**src/rtl/fifo_packer_pkg.sv**
```systemverilog
// ============================================================================
//  Module      : fifo_packer_pkg
//  Description : Shared width/slot helpers for the FIFO word packer family.
//  Revision    : 1.0 - initial release
// ============================================================================
`default_nettype none

package fifo_packer_pkg;

    // Counter wide enough to hold 0..n inclusive.
    function automatic int cnt_width(input int n);
        return $clog2(n + 1);
    endfunction

    // LSB index of slot k when slots fill from the MSB end of a w-bit word.
    function automatic int slot_lsb(input int k, input int w, input int b);
        return w - (k + 1) * b;
    endfunction

endpackage

`default_nettype wire

```
**src/rtl/fifo_packer_out_reg.sv**
```systemverilog
// ============================================================================
//  Module      : fifo_packer_out_reg
//  Description : Single-entry val/rdy output register with load/out_free.
//  Revision    : 1.0 - initial release
// ============================================================================
`default_nettype none

module fifo_packer_out_reg #(
    parameter int DATA_WIDTH = 16
) (
    input  logic                  clk,
    input  logic                  reset,
    input  logic                  i_load,
    input  logic [DATA_WIDTH-1:0] i_data,
    output logic                  o_free,
    output logic [DATA_WIDTH-1:0] o_data,
    output logic                  o_val,
    input  logic                  i_rdy
);

    logic [DATA_WIDTH-1:0] r_data;
    logic                  r_val;

    // The slot can take a new entry if empty or if the current one leaves now.
    assign o_free = !r_val | i_rdy;
    assign o_data = r_data;
    assign o_val  = r_val;

    always_ff @(posedge clk) begin
        if (!reset) begin
            r_data <= '0;
            r_val  <= 1'b0;
        end else if (i_load) begin
            r_data <= i_data;
            r_val  <= 1'b1;
        end else if (i_rdy) begin
            r_val  <= 1'b0;
        end
    end

endmodule

`default_nettype wire

```
**src/rtl/fifo_word_packer.sv**
```systemverilog
// ============================================================================
//  Module      : fifo_word_packer
//  Description : Packs narrow messages MSB-first into a zero-padded word with
//                flush support; optional resp_cnt via FIFO_WORD_PACKER_COUNT_EN.
//  Revision    : 1.0 - initial release
// ============================================================================
`default_nettype none

module fifo_word_packer
    import fifo_packer_pkg::*;
#(
    parameter int P_BIT_WIDTH      = 3,
    parameter int P_NUM_CONCAT     = 4,
    parameter int P_FULL_BIT_WIDTH = 16
) (
    input  logic                                 clk,
    input  logic                                 reset,
    input  logic [P_BIT_WIDTH-1:0]               req_msg,
    input  logic                                 req_val,
    output logic                                 req_rdy,
    input  logic                                 flush,
    output logic [P_FULL_BIT_WIDTH-1:0]          resp_msg,
    output logic                                 resp_val,
`ifdef FIFO_WORD_PACKER_COUNT_EN
    output logic [cnt_width(P_NUM_CONCAT)-1:0]   resp_cnt,
`endif
    input  logic                                 resp_rdy
);

    localparam int                 c_cnt_w    = cnt_width(P_NUM_CONCAT);
    localparam logic [c_cnt_w-1:0] c_full_cnt = c_cnt_w'(P_NUM_CONCAT);
`ifdef FIFO_WORD_PACKER_COUNT_EN
    localparam int                 c_data_w   = P_FULL_BIT_WIDTH + c_cnt_w;
`else
    localparam int                 c_data_w   = P_FULL_BIT_WIDTH;
`endif

    logic [P_FULL_BIT_WIDTH-1:0] r_acc;
    logic [c_cnt_w-1:0]          r_cnt;
    logic                        r_flush_pend;

    logic                        w_fire_in;
    logic                        w_out_free;
    logic [P_FULL_BIT_WIDTH-1:0] w_acc_ins;
    logic [c_cnt_w-1:0]          w_cnt_inc;
    logic                        w_full_now;
    logic                        w_flush_take;
    logic                        w_complete_now;
    logic                        w_pending;
    logic                        w_load;
    logic [P_FULL_BIT_WIDTH-1:0] w_load_msg;
    logic [c_cnt_w-1:0]          w_load_cnt;
    logic [c_data_w-1:0]         w_load_data;
    logic [c_data_w-1:0]         w_out_data;
    logic [P_FULL_BIT_WIDTH-1:0] w_acc_nxt;
    logic [c_cnt_w-1:0]          w_cnt_nxt;
    logic                        w_flush_pend_nxt;

    // Stalled completed words (full or flushed) block further input.
    assign w_pending = (r_cnt == c_full_cnt) | r_flush_pend;
    assign req_rdy   = !w_pending;
    assign w_fire_in = req_val & req_rdy;
    assign w_cnt_inc = r_cnt + c_cnt_w'(w_fire_in);

    always_comb begin
        w_acc_ins = r_acc;
        if (w_fire_in) begin
            for (int k = 0; k < P_NUM_CONCAT; k++) begin
                if (r_cnt == c_cnt_w'(k)) begin
                    w_acc_ins[slot_lsb(k, P_FULL_BIT_WIDTH, P_BIT_WIDTH) +: P_BIT_WIDTH] = req_msg;
                end
            end
        end
    end

    // A flush only counts if there is something to emit, including this cycle's message.
    assign w_full_now     = w_fire_in & (w_cnt_inc == c_full_cnt);
    assign w_flush_take   = flush & req_rdy & ((r_cnt != '0) | w_fire_in);
    assign w_complete_now = w_full_now | w_flush_take;
    assign w_load         = (w_complete_now | w_pending) & w_out_free;

    always_comb begin
        w_load_msg = w_acc_ins;
        w_load_cnt = w_cnt_inc;
        if (w_pending) begin
            w_load_msg = r_acc;
            w_load_cnt = r_cnt;
        end
    end

`ifdef FIFO_WORD_PACKER_COUNT_EN
    assign w_load_data = {w_load_cnt, w_load_msg};
    assign resp_cnt    = w_out_data[c_data_w-1 -: c_cnt_w];
`else
    assign w_load_data = w_load_msg;
`endif
    assign resp_msg = w_out_data[P_FULL_BIT_WIDTH-1:0];

    always_comb begin
        w_acc_nxt        = w_acc_ins;
        w_cnt_nxt        = w_cnt_inc;
        w_flush_pend_nxt = r_flush_pend;
        if (w_load) begin
            w_acc_nxt        = '0;
            w_cnt_nxt        = '0;
            w_flush_pend_nxt = 1'b0;
        end else if (w_flush_take) begin
            w_flush_pend_nxt = 1'b1;
        end
    end

    always_ff @(posedge clk) begin
        if (!reset) begin
            r_acc        <= '0;
            r_cnt        <= '0;
            r_flush_pend <= 1'b0;
        end else begin
            r_acc        <= w_acc_nxt;
            r_cnt        <= w_cnt_nxt;
            r_flush_pend <= w_flush_pend_nxt;
        end
    end

    fifo_packer_out_reg #(
        .DATA_WIDTH (c_data_w)
    ) u_out_reg (
        .clk    (clk),
        .reset  (reset),
        .i_load (w_load),
        .i_data (w_load_data),
        .o_free (w_out_free),
        .o_data (w_out_data),
        .o_val  (resp_val),
        .i_rdy  (resp_rdy)
    );

endmodule

`default_nettype wire

```
**config.mk**
```make
export PLATFORM = sky130hd
export DESIGN_NAME = fifo_word_packer
export DESIGN_NICKNAME = d
export VERILOG_FILES = /design/src/rtl/fifo_packer_pkg.sv /design/src/rtl/fifo_packer_out_reg.sv /design/src/rtl/fifo_word_packer.sv
export SDC_FILE = /design/constraint.sdc
export NUM_CORES = 1
export LEC_CHECK = 0
export BUFFER_PORTS_ARGS = -buffer_cell sky130_fd_sc_hd__buf_2
export CAP_MARGIN = 20
export CORE_MARGIN = 2
export CORE_UTILIZATION = 30
export CTS_BUF_LIST = sky130_fd_sc_hd__clkbuf_8
export CTS_CLUSTER_SIZE = 24
export DETAILED_ROUTE_END_ITERATION = 10
export PLACE_DENSITY_LB_ADDON = 0.2
export SYNTH_ARGS = -nofsm -noshare
export SYNTH_HDL_FRONTEND = slang
export SYNTH_SLANG_ARGS = --single-unit
```
**constraint.sdc**
```tcl
create_clock -name clk -period 3.1 [get_ports clk]
set_input_delay 0.465 -clock clk [delete_from_list [all_inputs] [get_ports clk]]
set_output_delay 0.465 -clock clk [all_outputs]
set_load 0.02 [all_outputs]
```
==> impl_metrics.ini <==
[status]
outcome = completed

[drt]
firstDrtPassIters = 4
vias_per_cell = 4.55
wl_met3_um = 108
m1WireLength_um = 978
route.vias.total = 810
route.detailed.wl_per_inst_um = 12.1
routed_wire_length_on_met2_mm = 1.05
finalWirelength_mm = 2.15
drt_drc_violations_left = 0
detail-route-antenna-nets = 0
topRoutingLayerUsed = met4
drt-initial-drc-count = 8

[logic_synthesis]
synth_seq_area_share = 0.506
synthArstFlopShare = 0
synthDistinctLibCells = 28
syn_area_sq_um = 1150
synth_largest_type_area_fraction = 0.506
yosys_most_used_dff = dfxtp_1
post-synth-top-count-cell = dfxtp_1
synth_top_cell_by_area = dfxtp_1
synth-xor-area-share = 0.00763
post_synth_mux_area_share = 0.105
synth_area_leaders = dfxtp_1 (51%), mux2i_1 (10%), o2bb2ai_1 (9.2%)
syn_inst = 105
synth-adder-area-share = 0.0218
synth_top_family_by_area = compound AO/OA/AOI/OAI gates
synth-edff-count = 0
synth_simple_gate_area_share = 0.131
synth-compound-area-share = 0.169
number_of_warnings_issued_by_yosys = 0
synth_seq_cells = 29
postSynthAreaPerCell_sq_um = 10.9
synth_top_cells_by_count = dfxtp_1 (29), nor2_1 (17), mux2i_1 (12), o2bb2ai_1 (12), buf_4 (5)

[job]
drv_cap = 0

[power]
max-vdd-ir-drop_v = 0.000309
power_density_over_cell_area_nw_per_um2 = 654
static-leakage-power_nw = 0.622
finalPower_w = 0.000909

[clocking]
clock-root-buffer = clkbuf_8
cts_num_sinks = 29
post_cts_repair_timing_setup_buffer_count = 0
cts-buffers-inserted = 5
h-tree-depth = 2
cts.path.max_buffers = 2
later_pin_clock_latency_in_the_skew_report_ns = 0.27
hold_buffers = 0
cts_tree = done
worst_setup_hold_path_clk_slew_ns = 0.06
cts_resized = 0

[cells_and_area]
nNetsFinal = 139
post_route_cells_drive_above_1_share = 0.269
layout-area-overhead-vs-synth_pct = 21.2
fillCellCount = 373
n_antenna_cell = 0
finalCoreUtilization = 0.380

[setup_path]
timing.critical_path.to_type = flop
worst_setup_path_start_kind = flop
worstPathRequired_ns = 3.27
critPathMaxFanout = 14
criticalPathCategory = flop to flop
arrival_ns = 2.80

[die]
die_area_sq_um = 4330
die-height_um = 65.8
i_o_pin_count = 26
die_x_um = 65.8
floorplan.rows = 22
initial_core_util = 0.313
coreArea_sq_um = 3660

[timing]
layout_worst_path_cycle_share = 0.848
timing.final.ws_setup_ns = 0.471
final-max-slew-violation-count = 0
grt_setup_unrepaired = false
setup_viol_count_final = 0
tns_ns = 0
final.min_clock_period_ns = 2.63
timing.fmax_mhz = 380
skew_ns = 0.00363
final-hold-violation-count = 0
final_worst_hold_slack_ns = 0.458

[placed_design]
gp_congestion = 0.734
detailed_place_hpwl_mm = 1.59
place.port_buffers = 21
place_ws_ns = 0.467

[global_routing]
overflow = 0
grt_pass1_wl_mm = 3.64
gr-usage-all-layers = 0.116
antenna_violations_before_repair = 0
grt_pass1_vias = 781
largest_net_degree_at_the_start_of_global_routing = 15

[min_path]
timing.hold.worst.class = flop to flop
## state kept, by name, summed over array words and instances (netlist names)
name	count
r_acc	12
u_out_reg.o_data	12
r_cnt	3
r_flush_pend	1
u_out_reg.o_val	1
## where the power goes
part | internal [W] | switching (W)
clock | 0.000258 | 0.000136
sequential | 0.000389 | 0.00000975
combinational | 0.0000430 | 0.0000729
total | 0.000690 | 0.000218
## stage by stage
| stage | cells | area [sq um] |
|---|---|---|
| global placement | 170 | 1270 |
| global route | 178 | 1390 |
| detailed placement | 170 | 1270 |
| floorplan | 108 | 1160 |
| CTS | 178 | 1390 |
| finish | 178 | 1390 |
## area by class of cell
type                       count  area [sq um]  share of cell area
clock buffer                   6          82.6              0.0594
multi-input combinational     69           513               0.369
tap                           48          60.1              0.0432
sequential                    29           581               0.418
clock inverter                 2          33.8              0.0243
inverter                       2          7.51             0.00540
timing repair buffer          22           113              0.0810
## critical path, cell delays in order (launching register included)
cell	delay, ns
dfxtp_1	0.39
or3b_1	0.39
nand2b_1	0.15
nor2_1	0.06
ha_1	0.18
ha_1	0.30
o41a_2	0.52
a31o_4	0.32
and2_2	0.21
## cell usage in the layout (no fill, tap or decap), types with 2 or more instances in the layout
cell type and n:
nor2_1 17, mux2i_1 12, o41ai_1 2, o2bb2ai_1 12, ha_1 2, buf_2 21, nor2b_1 2, clkbuf_8 6
conb_1 4, and2_2 3, inv_1 3, nand2_1 2, dfxtp_1 29
## layer usage
layer,vias up,track usage
li1,415,-
met1,379,0.134
met5,-,0
met3,2,0.0528
met2,14,0.184
met4,0,0.0469
## logic make-up after synthesis
kind of cell             Yosys count
adder cells (fa/ha/maj)            2
AND/OR/NAND/NOR                   30
other                              1
AO/OA/AOI/OAI                     20
XOR/XNOR                           1
multiplexers                      12
flip-flops                        29
buffers and inverters             10
## worst paths after layout
check             slack (ns)                 start  depth (start not counted)                   end
hold / removal          0.46  u_out_reg.o_data[11]                          1  u_out_reg.o_data[11]
hold reg to reg         0.46  u_out_reg.o_data[11]                          1  u_out_reg.o_data[11]
setup reg to reg        0.47              r_cnt[2]                          8              r_cnt[0]
setup / recovery        0.47              r_cnt[2]                          8              r_cnt[0]
(Power assumes the default switching activity.)
